File: src/rtl/pipe_skid_reg_pkg.sv
// Shared definitions for the pipeline skid register: entry state encoding and default bundle widths.
package pipe_pkg;

    localparam int unsigned CTRL_W_DEF = 24;
    localparam int unsigned DATA_W_DEF = 143;

    typedef enum logic [1:0] {
        EMPTY = 2'd0,
        HALF  = 2'd1,
        FULL  = 2'd2
    } pipe_state_e;

    function automatic logic [1:0] occ_of(input pipe_state_e s);
        case (s)
            EMPTY:   return 2'd0;
            HALF:    return 2'd1;
            FULL:    return 2'd2;
            default: return 2'd0;
        endcase
    endfunction

endpackage

File: src/rtl/pipe_skid_reg_slot.sv
// One storage entry: loadable control/data pair whose control can be cleared to a bubble.
module pipe_slot #(
    parameter int unsigned CTRL_W = pipe_pkg::CTRL_W_DEF,
    parameter int unsigned DATA_W = pipe_pkg::DATA_W_DEF
) (
    input  logic              clk,
    input  logic              rst,
    input  logic              i_load,
    input  logic              i_clear,
    input  logic [CTRL_W-1:0] i_ctrl,
    input  logic [DATA_W-1:0] i_data,
    output logic [CTRL_W-1:0] o_ctrl,
    output logic [DATA_W-1:0] o_data
);
    logic [CTRL_W-1:0] r_ctrl;
    logic [DATA_W-1:0] r_data;

    // Clear only zeroes control; data keeps its last value.
    always_ff @(posedge clk or posedge rst) begin
        if (rst) begin
            r_ctrl <= '0;
            r_data <= '0;
        end else if (i_clear) begin
            r_ctrl <= '0;
        end else if (i_load) begin
            r_ctrl <= i_ctrl;
            r_data <= i_data;
        end
    end

    assign o_ctrl = r_ctrl;
    assign o_data = r_data;
endmodule

File: src/rtl/pipe_skid_reg.sv
// Pipeline stage register with optional two-entry skid buffer, flush and bubble insertion.
module pipe_skid_reg #(
    parameter int unsigned CTRL_W = pipe_pkg::CTRL_W_DEF,
    parameter int unsigned DATA_W = pipe_pkg::DATA_W_DEF,
    parameter int unsigned SKID   = 1
) (
    input  logic              CLOCK,
    input  logic              RESET,
    input  logic              FLUSH,
    input  logic              IN_VALID,
    output logic              IN_READY,
    input  logic [CTRL_W-1:0] IN_CTRL,
    input  logic [DATA_W-1:0] IN_DATA,
    output logic              OUT_VALID,
    input  logic              OUT_READY,
    output logic [CTRL_W-1:0] OUT_CTRL,
    output logic [DATA_W-1:0] OUT_DATA,
    output logic [1:0]        OCCUPANCY
);
    import pipe_pkg::*;

    pipe_state_e       r_state;
    pipe_state_e       w_next;
    logic              r_out_valid;
    logic              r_in_ready;
    logic [1:0]        r_occ;

    logic              w_acc;
    logic              w_dlv;
    logic              w_main_load;
    logic              w_main_from_skid;
    logic              w_main_clear;
    logic              w_skid_load;
    logic [CTRL_W-1:0] w_main_ctrl;
    logic [DATA_W-1:0] w_main_data;
    logic [CTRL_W-1:0] w_skid_ctrl;
    logic [DATA_W-1:0] w_skid_data;
    logic [CTRL_W-1:0] w_main_ctrl_in;
    logic [DATA_W-1:0] w_main_data_in;

    assign w_acc = IN_VALID & IN_READY;
    assign w_dlv = r_out_valid & OUT_READY;

    // With the skid entry, ready is registered so OUT_READY never reaches IN_READY combinationally.
    assign IN_READY = (SKID != 0) ? r_in_ready : (~r_out_valid | OUT_READY);

    always_comb begin
        w_next           = r_state;
        w_main_load      = 1'b0;
        w_main_from_skid = 1'b0;
        w_skid_load      = 1'b0;
        case (r_state)
            EMPTY: begin
                if (w_acc) begin
                    w_next      = HALF;
                    w_main_load = 1'b1;
                end
            end
            HALF: begin
                if (w_acc && w_dlv) begin
                    w_main_load = 1'b1;
                end else if (w_acc && (SKID != 0)) begin
                    w_next      = FULL;
                    w_skid_load = 1'b1;
                end else if (w_dlv) begin
                    w_next = EMPTY;
                end
            end
            FULL: begin
                if (w_dlv) begin
                    w_next           = HALF;
                    w_main_load      = 1'b1;
                    w_main_from_skid = 1'b1;
                end
            end
            default: w_next = EMPTY;
        endcase
        if (FLUSH) begin
            w_next      = EMPTY;
            w_main_load = 1'b0;
            w_skid_load = 1'b0;
        end
    end

    // Clearing the main control whenever the stage empties keeps OUT_CTRL a bubble without an output mux.
    assign w_main_clear   = (w_next == EMPTY);
    assign w_main_ctrl_in = w_main_from_skid ? w_skid_ctrl : IN_CTRL;
    assign w_main_data_in = w_main_from_skid ? w_skid_data : IN_DATA;

    always_ff @(posedge CLOCK or posedge RESET) begin
        if (RESET) begin
            r_state     <= EMPTY;
            r_out_valid <= 1'b0;
            r_in_ready  <= 1'b0;
            r_occ       <= 2'd0;
        end else begin
            r_state     <= w_next;
            r_out_valid <= (w_next != EMPTY);
            r_in_ready  <= (w_next != FULL);
            r_occ       <= occ_of(w_next);
        end
    end

    pipe_slot #(.CTRL_W(CTRL_W), .DATA_W(DATA_W)) u_main (
        .clk     (CLOCK),
        .rst     (RESET),
        .i_load  (w_main_load),
        .i_clear (w_main_clear),
        .i_ctrl  (w_main_ctrl_in),
        .i_data  (w_main_data_in),
        .o_ctrl  (w_main_ctrl),
        .o_data  (w_main_data)
    );

    generate
        if (SKID != 0) begin : g_skid
            pipe_slot #(.CTRL_W(CTRL_W), .DATA_W(DATA_W)) u_skid (
                .clk     (CLOCK),
                .rst     (RESET),
                .i_load  (w_skid_load),
                .i_clear (FLUSH),
                .i_ctrl  (IN_CTRL),
                .i_data  (IN_DATA),
                .o_ctrl  (w_skid_ctrl),
                .o_data  (w_skid_data)
            );
        end else begin : g_noskid
            logic w_unused_skid;
            assign w_unused_skid = w_skid_load;
            assign w_skid_ctrl   = '0;
            assign w_skid_data   = '0;
        end
    endgenerate

    assign OUT_VALID = r_out_valid;
    assign OUT_CTRL  = w_main_ctrl;
    assign OUT_DATA  = w_main_data;
    assign OCCUPANCY = r_occ;
endmodule

File: config.mk
export PLATFORM = sky130hd
export DESIGN_NAME = pipe_skid_reg
export DESIGN_NICKNAME = d
export VERILOG_FILES = /design/src/rtl/pipe_skid_reg_pkg.sv /design/src/rtl/pipe_skid_reg_slot.sv /design/src/rtl/pipe_skid_reg.sv
export SDC_FILE = /design/constraint.sdc
export NUM_CORES = 1
export LEC_CHECK = 0
export CORE_MARGIN = 2
export CORE_UTILIZATION = 34
export CTS_BUF_LIST = sky130_fd_sc_hd__clkbuf_4 sky130_fd_sc_hd__clkbuf_8
export DETAILED_ROUTE_END_ITERATION = 10
export DONT_BUFFER_PORTS = 1
export SLEW_MARGIN = 20
export SYNTH_ARGS = -nofsm -noshare
export SYNTH_HDL_FRONTEND = slang
export SYNTH_SLANG_ARGS = --single-unit
export TNS_END_PERCENT = 5
File: constraint.sdc
create_clock -name CLOCK -period 9.75 [get_ports CLOCK]
set_input_delay 0.975 -clock CLOCK [delete_from_list [all_inputs] [get_ports CLOCK]]
set_output_delay 0.975 -clock CLOCK [all_outputs]
set_load 0.05 [all_outputs]
==> metrics.md, run 1 <==
| Metric | Value |
|---|---|
| FFs w/ async S/R, synth | `1.00` |
| CTS sink count | `between 300 and 400` |
| Post-Syn Nets | `between 1k and 1.5k` |
| Post-synthesis sequential area ratio | `0.556` |
| Fin crit period | `roughly 4600 ps` |
| Main synth FF type | `dfrtp_1` |
| Longest Clk Path Bufs | `3` |
| RSZ-0062 raised after global routing | `false` |
| Most frequent cell after synthesis | `dfrtp_1` |
| Final TNS setup | `0 ps` |
| Register share of total power | `0.589` |
| Crit path capture type | `register` |
| Worst Hold Class | `input pin to asynchronous set/reset pin` |
| Post-synthesis register bit count | `340` |
| Mapped Cells | `approximately 1.0k` |
| Final period util | `0.477` |
| Crit path DAT | `5150 ps` |
| Placer Congestion | `between 0.7 and 0.8` |
| Max_slew headroom | `0.336` |
| Via density | `4.90` |
| Layout net count | `about 1.2k` |
| Critical path type | `register to register` |
| Slew Viols, Final | `0` |
| First-pass GRT wire length | `52300 um` |
| Die area | `around 0.047 mm^2` |
| Synth Cell Area | `approximately 0.015 mm^2` |
| Drt drc | `0` |
| Post-cts sizing count | `0` |
| Initial antenna violation count | `0` |
| Buffers on Ports | `0` |
| CP most frequent cell | `buf_4` |
| Peak supply drop | `approximately 0.14 mV` |
| GRT Residual Overflow | `0` |
| WL final | `about 34000 um` |
| Final hold vios | `0` |
| Wire length per cell | `20.4 um` |
| TritonCTS clock tree | `built` |
| Area contributors post-synth | `dfrtp_1, mux2_2, mux2_4, mux2_1, buf_6` |
| Synthesized area per cell | `15.2 um^2` |
| Number of synthesized flops with an enable pin | `0` |
| Worst-path maximum fanout | `54` |
| Top cells by count, synth | `dfrtp_1, mux2_2, mux2_4, mux2_1, nand2_1` |
| Row count | `77` |
| # diodes | `0` |
| Cell Pwr Density | `between 200 and 300 mW/mm^2` |
| Number of global-route vias before repair | `approximately 8.7k` |
| Post-DP HPWL | `between 20000 and 25000 um` |
| Die Wd | `roughly 220 um` |
| Num ports | `around 340` |
| Ratio of cells with drive above 1 in the final layout | `0.429` |
| RR Endpoint | `u_main.o_data[76]` |
| Largest net degree at the start of global routing | `~150` |
| ANT nets after route | `0` |
| Fmax | `about 0.22 GHz` |
| Warnings from Yosys | `0` |
| Setup bufs post-CTS | `0` |
| Maxcap violations | `0` |
| Die height | `216 um` |
| CP required | `10260 ps` |
| Number of CTS-inserted buffers | `60` |
| Starting Density | `0.345` |
| Slowest CP cell | `o21bai_4` |
| Worst-Skew Late Latency | `650 ps` |
| Pint | `~0.0030 W` |
| Final core utilization | `0.378` |
| Via count | `roughly 8.1k` |
| Worst path cell trace | `nand4b_4, buf_4, o31ai_2, o21bai_4, buf_4, buf_4, mux2_4` |
| CP peak stage delay | `between 800 and 900 ps` |
| Clock share of power | `0.280` |
| Area Overhead vs Synth | `9.43%` |
| FF-to-FF setup slack | `approximately 5000 ps` |
| Comb power frac | `0.131` |
| GRT Total Usage | `0.142` |
| H-tree levels | `2` |
| Net Sw Frac | `0.367` |
| Pleak | `between 7 and 8 nW` |
| First drt pass iteration count | `4` |
| Core ar. | `roughly 0.044 mm^2` |
| Root buf cell | `clkbuf_8` |
| Reg2Reg Launch Point | `OUT_VALID` |
| Startpoint Class | `register` |
| Net Switching | `roughly 0.0017 W` |
| Post-synthesis cell type count | `29` |
| Synth top area share | `0.556` |
| Clock skew | `about 36 ps` |
| Clk slew on worst S/H paths | `roughly 60 ps` |
| Hold_buf cts | `0` |
| Worst R2R Path Depth | `7` |
| Worst slew pin tran | `994 ps` |
| Status | `complete, no violations` |
| Initial DRC count | `between 300 and 400` |
| Number of setup violations in the final report | `0` |
| Yosys top cell by area | `dfrtp_1` |
## registers in the layout, summed over array words and instances, names as in the netlist
name and flops:
OCCUPANCY 2, g_skid.u_skid.o_ctrl 24, g_skid.u_skid.o_data 143, IN_READY 1, OUT_VALID 1, u_main.o_ctrl 24, u_main.o_data 143, r_state 2
## critical path: cells and delay by family (launching register included)
kind	cells	cell delay, ps
buffers and inverters	3	2100
muxes	1	360
DFF	1	670
and+or+nand+nor	1	230
AOI/OAI and AO/OA	2	1010
## through the flow
stage	worst slack, ps	cell area, um^2	cells	total power, W	hold slack, ps
3_3_place_gp	4940	15500	1545	0.00338	469
6_report	5100	16700	1643	0.00471	181
2_1_floorplan	4230	15300	1003	0.00327	460
4_1_cts	5030	16700	1642	0.00478	321
3_5_place_dp	4880	15500	1545	0.00343	477
5_1_grt	4850	16700	1643	0.00494	149
## power by group through the flow
stage | clock (W) | sequential [W] | combinational (W)
after global placement | 0 | 0.00279 | 0.000594
after floorplan | 0 | 0.00270 | 0.000573
final | 0.00132 | 0.00278 | 0.000616
after global routing | 0.00143 | 0.00283 | 0.000676
after CTS | 0.00137 | 0.00279 | 0.000627
after detailed placement | 0 | 0.00281 | 0.000627
## final cells by class
cell class              count  area [um^2]
clock buffers              88         1100
clock inverters             9         75.1
fillers                  4244        27600
inverters                   2         11.3
multi-input cells         600         6180
flip-flops and latches    340         8510
well taps                 592          741
repair buffers             12          119
## cell families (layout without fill, tap and decap cells)
group                  after synthesis  in the layout  synth area share
multiplexers                       453            453             0.356
flip-flops                         340            340             0.556
AND/OR/NAND/NOR                     86             86            0.0241
buffers and inverters               63            111            0.0413
AO/OA/AOI/OAI                       61             61            0.0222
## placed cells by master (no fill, tap or decap), types with 2 or more instances in the layout
| master | count |
|---|---|
| dfrtp_1 | 340 |
| mux2_2 | 234 |
| mux2_4 | 100 |
| mux2_1 | 95 |
| nand2_1 | 76 |
| clkbuf_8 | 70 |
| a21oi_1 | 28 |
| o21ai_0 | 25 |
| mux2i_1 | 24 |
| clkbuf_4 | 18 |
| buf_4 | 9 |
| clkinv_2 | 6 |
| clkinvlp_4 | 3 |
| nand2b_1 | 2 |
| a21boi_0 | 2 |
| buf_12 | 2 |
## worst max-delay path by stage
stage,start,endpoint,depth (start not counted)
after floorplan,RESET,IN_READY,1
after global placement,OUT_READY,u_main.o_data[66],7
after detailed placement,OUT_READY,u_main.o_data[76],7
after CTS,OUT_VALID,u_main.o_data[76],7
after global routing,OUT_VALID,u_main.o_data[66],7
final,OUT_VALID,u_main.o_data[76],7
## metal layers
metal,vias to the layer above,track usage,share of wire
li1,3598,-,-
met1,4132,0.167,0.40
met2,254,0.224,0.47
met3,69,0.0709,0.10
met4,0,0.0505,0.029
met5,-,0,0
(Power assumes the default switching activity.)
==> run 2, diff against run 1 <==
==> constraint.sdc (replaced) <==
create_clock -name CLOCK -period 3.8 [get_ports CLOCK]
set_input_delay 0.38 -clock CLOCK [delete_from_list [all_inputs] [get_ports CLOCK]]
set_output_delay 0.38 -clock CLOCK [all_outputs]
set_load 0.05 [all_outputs]
==> metrics.md, run 2 (synthesis results as in run 1) <==
| Metric | Value |
|---|---|
| Pleak | `8.51 nW (+11%)` |
| Wire length per cell | `18.9 um (-7.5%)` |
| H-tree levels | `2 (unchanged)` |
| Final setup margin | `1020 ps (-4090 ps)` |
| Worst hold slack | `146 ps (-34.6 ps)` |
| RR Endpoint | `g_skid.u_skid.o_ctrl[15]` |
| Largest net degree at the start of global routing | `139 (-9.2%)` |
| Final TNS setup | `0 ps (unchanged)` |
| Worst Hold Class | `input pin to register` |
| Crit path DAT | `3290 ps (-1860 ps)` |
| Number of CTS-inserted buffers | `60 (unchanged)` |
| Dpl cells | `1555 (+0.65%)` |
| Drt drc | `0 (unchanged)` |
| Number of global-route vias before repair | `9766 (+13%)` |
| Longest Clk Path Bufs | `3 (unchanged)` |
| Hold_buf cts | `172 (+172)` |
| Row count | `77 (unchanged)` |
| Setup bufs post-CTS | `0 (unchanged)` |
| Slew Viols, Final | `0 (unchanged)` |
| Die height | `216 um (unchanged)` |
| Maxcap violations | `0 (unchanged)` |
| Clk slew on worst S/H paths | `60 ps (about the same)` |
| Final period util | `0.733 (+0.256)` |
| Placer Congestion | `0.757 (+6.9%)` |
| Post-cts sizing count | `0 (unchanged)` |
| Initial DRC count | `332 (-14%)` |
| # diodes | `0 (unchanged)` |
| GRT Residual Overflow | `0 (unchanged)` |
| Met2 Resource Use GR | `0.244 (+0.0196)` |
| Status | `complete, no violations` |
| Met3 Use GR | `0.0531 (-0.0178)` |
| Number of setup violations in the final report | `0 (unchanged)` |
| Ratio of cells with drive above 1 in the final layout | `0.377 (-0.0524)` |
| Num ports | `343 (unchanged)` |
| GRT Total Usage | `0.149 (+0.00694)` |
| Multi-input logic area | `0.00617 mm^2 (-0.24%)` |
| Worst-path maximum fanout | `24 (-56%)` |
| Core ar. | `0.0443 mm^2 (unchanged)` |
| FF-to-FF setup slack | `1020 ps (-4090 ps)` |
| Via count | `8720 (+8.3%)` |
| Layout net count | `1370 (+15%)` |
| Die area | `0.0467 mm^2 (unchanged)` |
| TritonCTS clock tree | `built` |
| First-pass GRT wire length | `55600 um (+6.2%)` |
| GR Layer Usage met1 | `0.182 (+0.0150)` |
| Buffers on Ports | `0 (unchanged)` |
| Root buf cell | `clkbuf_8` |
| Initial antenna violation count | `1 (+1)` |
| Clock skew | `18.2 ps (-17.7 ps)` |
| Commonest non-fill, non-tap cell in the layout | `dfrtp_1` |
| Last element of the critical path | `g_skid.u_skid.o_ctrl[15]` |
| Max_slew headroom | `0.368 (+0.0326)` |
| RSZ-0062 raised after global routing | `false` |
| Starting Density | `0.345 (unchanged)` |
| Peak supply drop | `0.353 mV (+160%)` |
| Post-DP HPWL | `21800 um (+2.3%)` |
| CTS sink count | `340 (unchanged)` |
| Fmax | `0.359 GHz (+67%)` |
| Die Wd | `216 um (unchanged)` |
| WL final | `34500 um (+3.0%)` |
| Worst Setup SP | `IN_READY` |
| Most frequent cells in the layout | `dfrtp_1, mux2_2, dlygate4sd3_1` |
| Cell Pwr Density | `665 mW/mm^2 (+140%)` |
| Register area | `0.00851 mm^2 (unchanged)` |
| Most Used Layer, Global Route | `met2` |
| Non-Filler Instances | `1829 (+11%)` |
| Area Overhead vs Synth | `22.1%` |
| Fillers | `4087 (-3.7%)` |
| First drt pass iteration count | `4 (unchanged)` |
| Worst slew pin tran | `948 ps (-46.2 ps)` |
| Via density | `4.77 (-2.7%)` |
| Fin crit period | `2780 ps (-1860 ps)` |
| Startpoint Class | `register` |
| Final hold vios | `0 (unchanged)` |
| Worst-Skew Late Latency | `630 ps (-20 ps)` |
| ANT nets after route | `0 (unchanged)` |
| CP required | `4300 ps (-5960 ps)` |
| Reg2Reg Launch Point | `IN_READY` |
| Dpl ws | `1280 ps (-3610 ps)` |
| Critical path type | `register to register` |
| Crit path capture type | `register` |
| Worst R2R Path Depth | `5 (-2)` |
[run 2: changes by cell type in the layout (fill, tap and decap cells not counted), moves of 2 or more]
cell / change
dlygate4sd3_1: +171
buf_12: +8
buf_4: +3
bufinv_16: +2
clkbuf_4: -3
clkinv_2: +6
[run 2: worst min-delay path by stage]
stage / endpoint / depth (start not counted) / start
floorplan: g_skid.u_skid.o_data[0] / 1 / g_skid.u_skid.o_data[0]
global placement: g_skid.u_skid.o_ctrl[15] / 1 / FLUSH
detailed placement: g_skid.u_skid.o_ctrl[15] / 1 / FLUSH
CTS: OUT_VALID / 4 / OUT_READY
global route: OUT_VALID / 4 / OUT_READY
finish: OUT_VALID / 4 / OUT_READY
[run 2: power breakdown]
part	leakage (nW)	total, W	switching (W)	internal [W]
combinational	3.70	0.00178	0.000588	0.00119
sequential	4.15	0.00713	0.00242	0.00471
clock	0.662	0.00350	0.00149	0.00201
[run 2: layer usage]
metal,vias to the layer above,share of wire
li1,3958,-
met1,4451,0.42
met2,248,0.48
met3,63,0.071
met4,0,0.028
met5,-,0
[run 2: final cells by class]
| type | instances | area share |
|---|---|---|
| multi-input combinational | 600 | 0.330 |
| clock buffer | 85 | 0.0576 |
| clock inverter | 16 | 0.00844 |
| sequential | 340 | 0.456 |
| tap | 592 | 0.0397 |
| timing repair buffer | 194 | 0.107 |
| inverter | 2 | 0.000603 |
[run 2: critical path: stages, from the launching register on]
cell	delay, ps
dfrtp_1	770
and4b_1	390
nand2_1	570
nand2_1	260
a21oi_1	90
dlygate4sd3_1	590
[run 2: through the flow]
stage / cell area (um^2) / util / power [W]
after floorplan: 15300 / - / 0.00839
after global placement: 15700 / 0.354 / 0.00871
after detailed placement: 15700 / 0.354 / 0.00883
after CTS: 18700 / 0.421 / 0.0126
after global routing: 18700 / 0.421 / 0.0130
final: 18700 / 0.421 / 0.0124
